**config.mk**
```make
export PLATFORM = sky130hd
export DESIGN_NAME = uart_baud_gen
export DESIGN_NICKNAME = d
export VERILOG_FILES = /design/src/rtl/uart_baud_gen.sv
export SDC_FILE = /design/constraint.sdc
export NUM_CORES = 1
export LEC_CHECK = 0
export ABC_AREA = 1
export BUFFER_PORTS_ARGS = -buffer_cell sky130_fd_sc_hd__buf_2
export CAP_MARGIN = 20
export CORE_MARGIN = 4
export CORE_UTILIZATION = 50
export CTS_BUF_LIST = sky130_fd_sc_hd__clkbuf_4 sky130_fd_sc_hd__clkbuf_8 sky130_fd_sc_hd__clkbuf_16
export DETAILED_ROUTE_END_ITERATION = 10
export PLACE_DENSITY = 0.76
export SLEW_MARGIN = 25
export SYNTH_ARGS = -nofsm -noshare
export SYNTH_HDL_FRONTEND = slang
export SYNTH_SLANG_ARGS = --single-unit
```
**constraint.sdc**
```tcl
create_clock -name i_clk -period 5.6 [get_ports i_clk]
set_input_delay 0 -clock i_clk [delete_from_list [all_inputs] [get_ports i_clk]]
set_output_delay 0 -clock i_clk [all_outputs]
set_load 0.005 [all_outputs]
```
**src/rtl/uart_baud_gen.sv**
```systemverilog
// uart_baud_gen: fractional UART baud-rate generator.
// Produces an oversample tick every (act_int + carry) cycles, where carry
// comes from a fractional accumulator, and a bit tick on every OVS-th
// oversample tick. A newly written divisor waits in pending registers and is
// only switched in at a period boundary or a phase clear, so no period is
// ever cut short or stretched by a write.
//
// Handshake: i_div_wr is a single-cycle strobe with no back-pressure. A write
// with i_div_int >= 2 is always accepted (o_div_pending or a direct apply
// follows); any other write is dropped and answered by a one-cycle o_div_err
// pulse on the next cycle.
module uart_baud_gen #(
    parameter int CNT_W    = 16,
    parameter int FRAC_W   = 4,
    parameter int OVS      = 16,
    parameter int DEF_INT  = 54,
    parameter int DEF_FRAC = 4
) (
    input  logic              i_clk,
    input  logic              i_rst,
    input  logic              i_en,
    input  logic              i_sync,
    input  logic              i_div_wr,
    input  logic [CNT_W-1:0]  i_div_int,
    input  logic [FRAC_W-1:0] i_div_frac,
    output logic              o_div_pending,
    output logic              o_div_err,
    output logic [CNT_W-1:0]  o_act_int,
    output logic [FRAC_W-1:0] o_act_frac,
    output logic              o_ovs_tick,
    output logic              o_bit_tick
);

    localparam int OVS_W = (OVS > 2) ? $clog2(OVS) : 1;

    // Phase state
    logic [CNT_W-1:0]  r_cnt;
    logic [FRAC_W-1:0] r_frac_acc;
    logic              r_carry;
    logic [OVS_W-1:0]  r_ovs_cnt;

    // Divisor state
    logic [CNT_W-1:0]  r_act_int;
    logic [FRAC_W-1:0] r_act_frac;
    logic [CNT_W-1:0]  r_pend_int;
    logic [FRAC_W-1:0] r_pend_frac;
    logic              r_pend;
    logic              r_err;

    logic              w_clear;
    logic [CNT_W-1:0]  w_last;
    logic              w_ovs_tick;
    logic              w_bit_tick;
    logic              w_wr_ok;
    logic              w_wr_bad;
    logic              w_apply;
    logic [FRAC_W:0]   w_frac_sum;

    // sync is meaningless while disabled, so clear covers both sources.
    assign w_clear    = ~i_en | i_sync;
    // Last count of the current period: act_int + carry cycles in total.
    assign w_last     = r_act_int - CNT_W'(1) + {{(CNT_W-1){1'b0}}, r_carry};
    assign w_ovs_tick = i_en & ~i_sync & (r_cnt == w_last);
    assign w_bit_tick = w_ovs_tick & (r_ovs_cnt == OVS_W'(OVS - 1));
    assign w_wr_ok    = i_div_wr & (i_div_int >= CNT_W'(2));
    assign w_wr_bad   = i_div_wr & (i_div_int < CNT_W'(2));
    // Period boundary or phase clear: the only moments a divisor may switch.
    assign w_apply    = w_clear | w_ovs_tick;
    // Accumulator update always uses the divisor of the period that just ended.
    assign w_frac_sum = {1'b0, r_frac_acc} + {1'b0, r_act_frac};

    // Cycle counter, fractional accumulator and oversample counter.
    always_ff @(posedge i_clk or posedge i_rst) begin
        if (i_rst) begin
            r_cnt      <= '0;
            r_frac_acc <= '0;
            r_carry    <= 1'b0;
            r_ovs_cnt  <= '0;
        end else if (w_clear) begin
            r_cnt      <= '0;
            r_frac_acc <= '0;
            r_carry    <= 1'b0;
            r_ovs_cnt  <= '0;
        end else if (w_ovs_tick) begin
            r_cnt      <= '0;
            r_frac_acc <= w_frac_sum[FRAC_W-1:0];
            r_carry    <= w_frac_sum[FRAC_W];
            r_ovs_cnt  <= (r_ovs_cnt == OVS_W'(OVS - 1)) ? '0 : r_ovs_cnt + OVS_W'(1);
        end else begin
            r_cnt      <= r_cnt + CNT_W'(1);
        end
    end

    // Capture of accepted writes into the pending registers.
    always_ff @(posedge i_clk or posedge i_rst) begin
        if (i_rst) begin
            r_pend_int  <= '0;
            r_pend_frac <= '0;
        end else if (w_wr_ok) begin
            r_pend_int  <= i_div_int;
            r_pend_frac <= i_div_frac;
        end
    end

    // Active divisor switch-over, pending flag and error pulse.
    always_ff @(posedge i_clk or posedge i_rst) begin
        if (i_rst) begin
            r_act_int  <= CNT_W'(DEF_INT);
            r_act_frac <= FRAC_W'(DEF_FRAC);
            r_pend     <= 1'b0;
            r_err      <= 1'b0;
        end else begin
            r_err <= w_wr_bad;
            if (w_apply) begin
                // A write landing on the boundary bypasses the pending stage.
                if (w_wr_ok) begin
                    r_act_int  <= i_div_int;
                    r_act_frac <= i_div_frac;
                end else if (r_pend) begin
                    r_act_int  <= r_pend_int;
                    r_act_frac <= r_pend_frac;
                end
                r_pend <= 1'b0;
            end else if (w_wr_ok) begin
                r_pend <= 1'b1;
            end
        end
    end

    assign o_div_pending = r_pend;
    assign o_div_err     = r_err;
    assign o_act_int     = r_act_int;
    assign o_act_frac    = r_act_frac;
    assign o_ovs_tick    = w_ovs_tick;
    assign o_bit_tick    = w_bit_tick;

endmodule

```
==> metrics.md <==
| Metric | Value |
|---|---|
| Final WL | slightly below 10,000 um |
| Slew Limit Fails | 0 |
| Most frequent cells in the layout | nand2_1, nand3_1, dfrtp_1 |
| Reg area | 1680 um2 |
| Maximum vdd drop | 0.000181 V |
| Multi-input gate area | approximately 1900 um2 |
| Yosys cell types | 35 |
| Drt drc | 0 |
| GR Util All Layers | 23.2% |
| Global route overflow | 0 |
| Num CTS Buffers | 9 |
| Skew final | 0.0117 ns |
| Clock sinks | 67 |
| Fraction of the cycle the final worst path needs | 65.5% |
| Setup Total Neg Slack | 0 ns |
| Syn_nets | ~540 |
| CP Class | primary input to flip-flop |
| P&R area growth vs syn | 17.6% |
| HPWL after DPL | 6790 um |
| Vias in the first global route | 3,484 |
| Adder-cell share of the synthesized area | 3.14% |
| Io pins | just under 50 |
| Final net count | 601 |
| Max FO, Critical Path | 22 |
| XOR/XNOR Fraction of Synth Area | 4.81% |
| Root buf cell | clkbuf_8 |
| Layout cell share with drive strength beyond 1 | roughly 15% |
| CP endpoint kind | flip-flop |
| Post-CTS Setup Bufs | 0 |
| Avg Synthesized Cell Area | 7.60 um2 |
| Final setup fails | 0 |
| Clock transition at the registers of the reported paths | 0.07 ns |
| Post-Synth Simple-Gate Area | between 30 and 40% |
| # Max-Cap Violations | 0 |
| Core Util, Final | 61.4% |
| Core Region | about 7300 um2 |
| Slew Limit Headroom | 41.5% |
| Number of vias per cell | 5.42 |
| CTS tree | yes |
| P per Cell Area | 280 nW/um2 |
| Fill count | 664 |
| Die height | ~95 um |
| Wirelength per Cell | 14.5 um |
| Synth Register Bits | 67 |
| FMAX | roughly 270 MHz |
| Post-synthesis mux area share | 0% |
| Commonest non-fill, non-tap cell in the layout | nand2_1 |
| Die W | 95.5 um |
| WP data required | between 5 and 6 ns |
| N_diodes | 0 |
| Buffers on Ports | 48 |
| Clk_lat worst skew | 0.36 ns |
| Synth Area in Compound Gates | 2.13% |
| Vias | about 3,600 |
| Power, Total | 1260 uW |
| Pleak | 0.00236 uW |
| Initial Utilization | 52.2% |
| CP Launch Type | primary input |
| Die area | 9110 um2 |
| Pin count of the biggest net entering global routing | 68 |
| Final GP Congestion | 0.916 |
| CP arrival | 3.95 ns |
| Synthesized area | 3820 um2 |
| RSZ-0062 raised after global routing | false |
| Post_cts resized | 0 |
| Synth Warn # | 0 |
| Number of cell rows | 31 |
| Final min period | 3.67 ns |
| Synth top area share | 40.6% |
| # H-tree levels | 3 |
| DRT iter0 DRCs | ~190 |
| Final Cell Area | 4500 um2 |
| Register area share after synthesis | between 40 and 50% |
| First-pass GRT wire length | between 15,000 and 20,000 um |
| Cell taking the most area after synthesis | dfrtp_1 |
| Main combinational cell family by area after synthesis | simple AND/OR/NAND/NOR gates |
| Max clock buf depth | 2 |
| Slew @ Worst Pin | 0.875 ns |
| Min-delay worst type | primary input to flip-flop |
| Cells after synthesis | 503 |
| Final hold vios | 0 |
| Status | finished clean |
| Final ANT Viol Nets | 0 |
| Initial antenna violation count | 0 |
| First-pass detailed-route iteration total | 5 |
| Synth area leaders | dfrtp_1, nand2_1, nand3_1 |
| Placed instance area | about 4000 um2 |
logic make-up (layout without fill, tap and decap cells):
kind of cell / count (synthesis) / count (layout)
xor gates and xnor gates: 21 / 21
and+or+nand+nor: 335 / 335
adders and majority gates: 9 / 9
AOI/OAI and AO/OA: 15 / 15
buffers and inverters: 56 / 125
DFF: 67 / 67
layout make-up:
| class | instances | area share [%] |
|---|---|---|
| Clock buffer | 10 | 3.06 |
| Clock inverter | 6 | 1.45 |
| Inverter | 38 | 3.17 |
| Tap cell | 99 | 2.75 |
| Sequential cell | 67 | 37.4 |
| Timing Repair Buffer | 71 | 10.3 |
| Multi-Input combinational cell | 380 | 41.8 |
state kept, by name, indices dropped and copies added (netlist names):
name           cells
o_act_int         16
r_pend_int        16
r_cnt             16
r_ovs_cnt          4
r_frac_acc         4
o_div_pending      1
o_act_frac         4
o_div_err          1
r_carry            1
r_pend_frac        4
critical path, cell delays in order:
cell           delay [ns]
dlygate4sd3_1        0.55
buf_2                0.14
nor4_1               0.29
nand4_1              0.74
nand2_1              0.91
nand2_1              0.70
nand2_4              0.45
nand2_1              0.09
nand2_1              0.07
final timing paths:
| kind | from | endpoint | slack, ns | cells after the start |
|---|---|---|---|---|
| worst max-delay path | i_div_int[4] | o_act_frac[0]$_DFFE_PP0P_ | 1.93 | 9 |
| worst min-delay path | i_div_wr | o_div_err$_DFF_PP0_ | 0.05 | 3 |
| worst max register to register | o_act_int[0]$_DFFE_PP0P_ | o_act_frac[0]$_DFFE_PP0P_ | 2.49 | 15 |
| worst min register to register | r_pend_int[15]$_DFFE_PP0P_ | r_pend_int[15]$_DFFE_PP0P_ | 0.47 | 2 |
| max in group asynchronous | i_rst | r_carry$_DFFE_PP0P_ | 4.64 | 4 |
| min in group asynchronous | i_rst | r_frac_acc[1]$_DFFE_PP0P_ | 0.41 | 4 |
layer usage:
metal  share of wire [%]  wire, um  GRT usage [%]  up-vias
met5                   0         0              0        -
met4                 2.6       253           8.53        0
met3                 6.2       604           6.63       30
met2                  47      4590           37.6      125
met1                  44      4260           29.6     1733
li1                    -         -              -     1748
timing repair:
| item | CTS | global route |
|---|---|---|
| endpoints found under the setup margin | 0 | 0 |
| hold endpoints to repair | 82 | 0 |
| hold buffers | 21 | 0 |
through the flow:
step	hold WS [ns]	instances	worst slack [ns]
detailed placement	0.272	634	2.23
CTS	0.0316	671	2.05
global route	0.0567	671	1.55
finish	0.0510	671	1.93
floorplan	0.164	503	3.47
global placement	0.272	634	2.20
Yosys cell counts:
library cell	number
a21oi_1	7
xnor2_1	10
nor3_1	8
nor3b_1	1
o21ai_1	2
buf_6	6
nand3_1	88
nand2_1	163
nor2_1	45
ha_1	8
o21bai_1	1
xor2_1	11
buf_2	1
buf_4	1
buf_1	2
nor2_4	1
inv_2	2
nor3_2	1
a31oi_1	1
nand3_2	1
nand4_1	7
fa_1	1
and2_1	3
nand2_2	2
nand2_4	2
dfrtp_1	62
nor4_1	4
dfstp_2	5
nor2_8	1
inv_1	36
o21ai_0	3
clkbuf_1	8
a21o_1	1
nor2_2	5
nand3b_1	3
report_power, final:
group	internal, uW	switching, uW
Clock	217	191
Sequential	526	50.3
Combinational	108	168
Total	852	409
(Power assumes the default switching activity.)
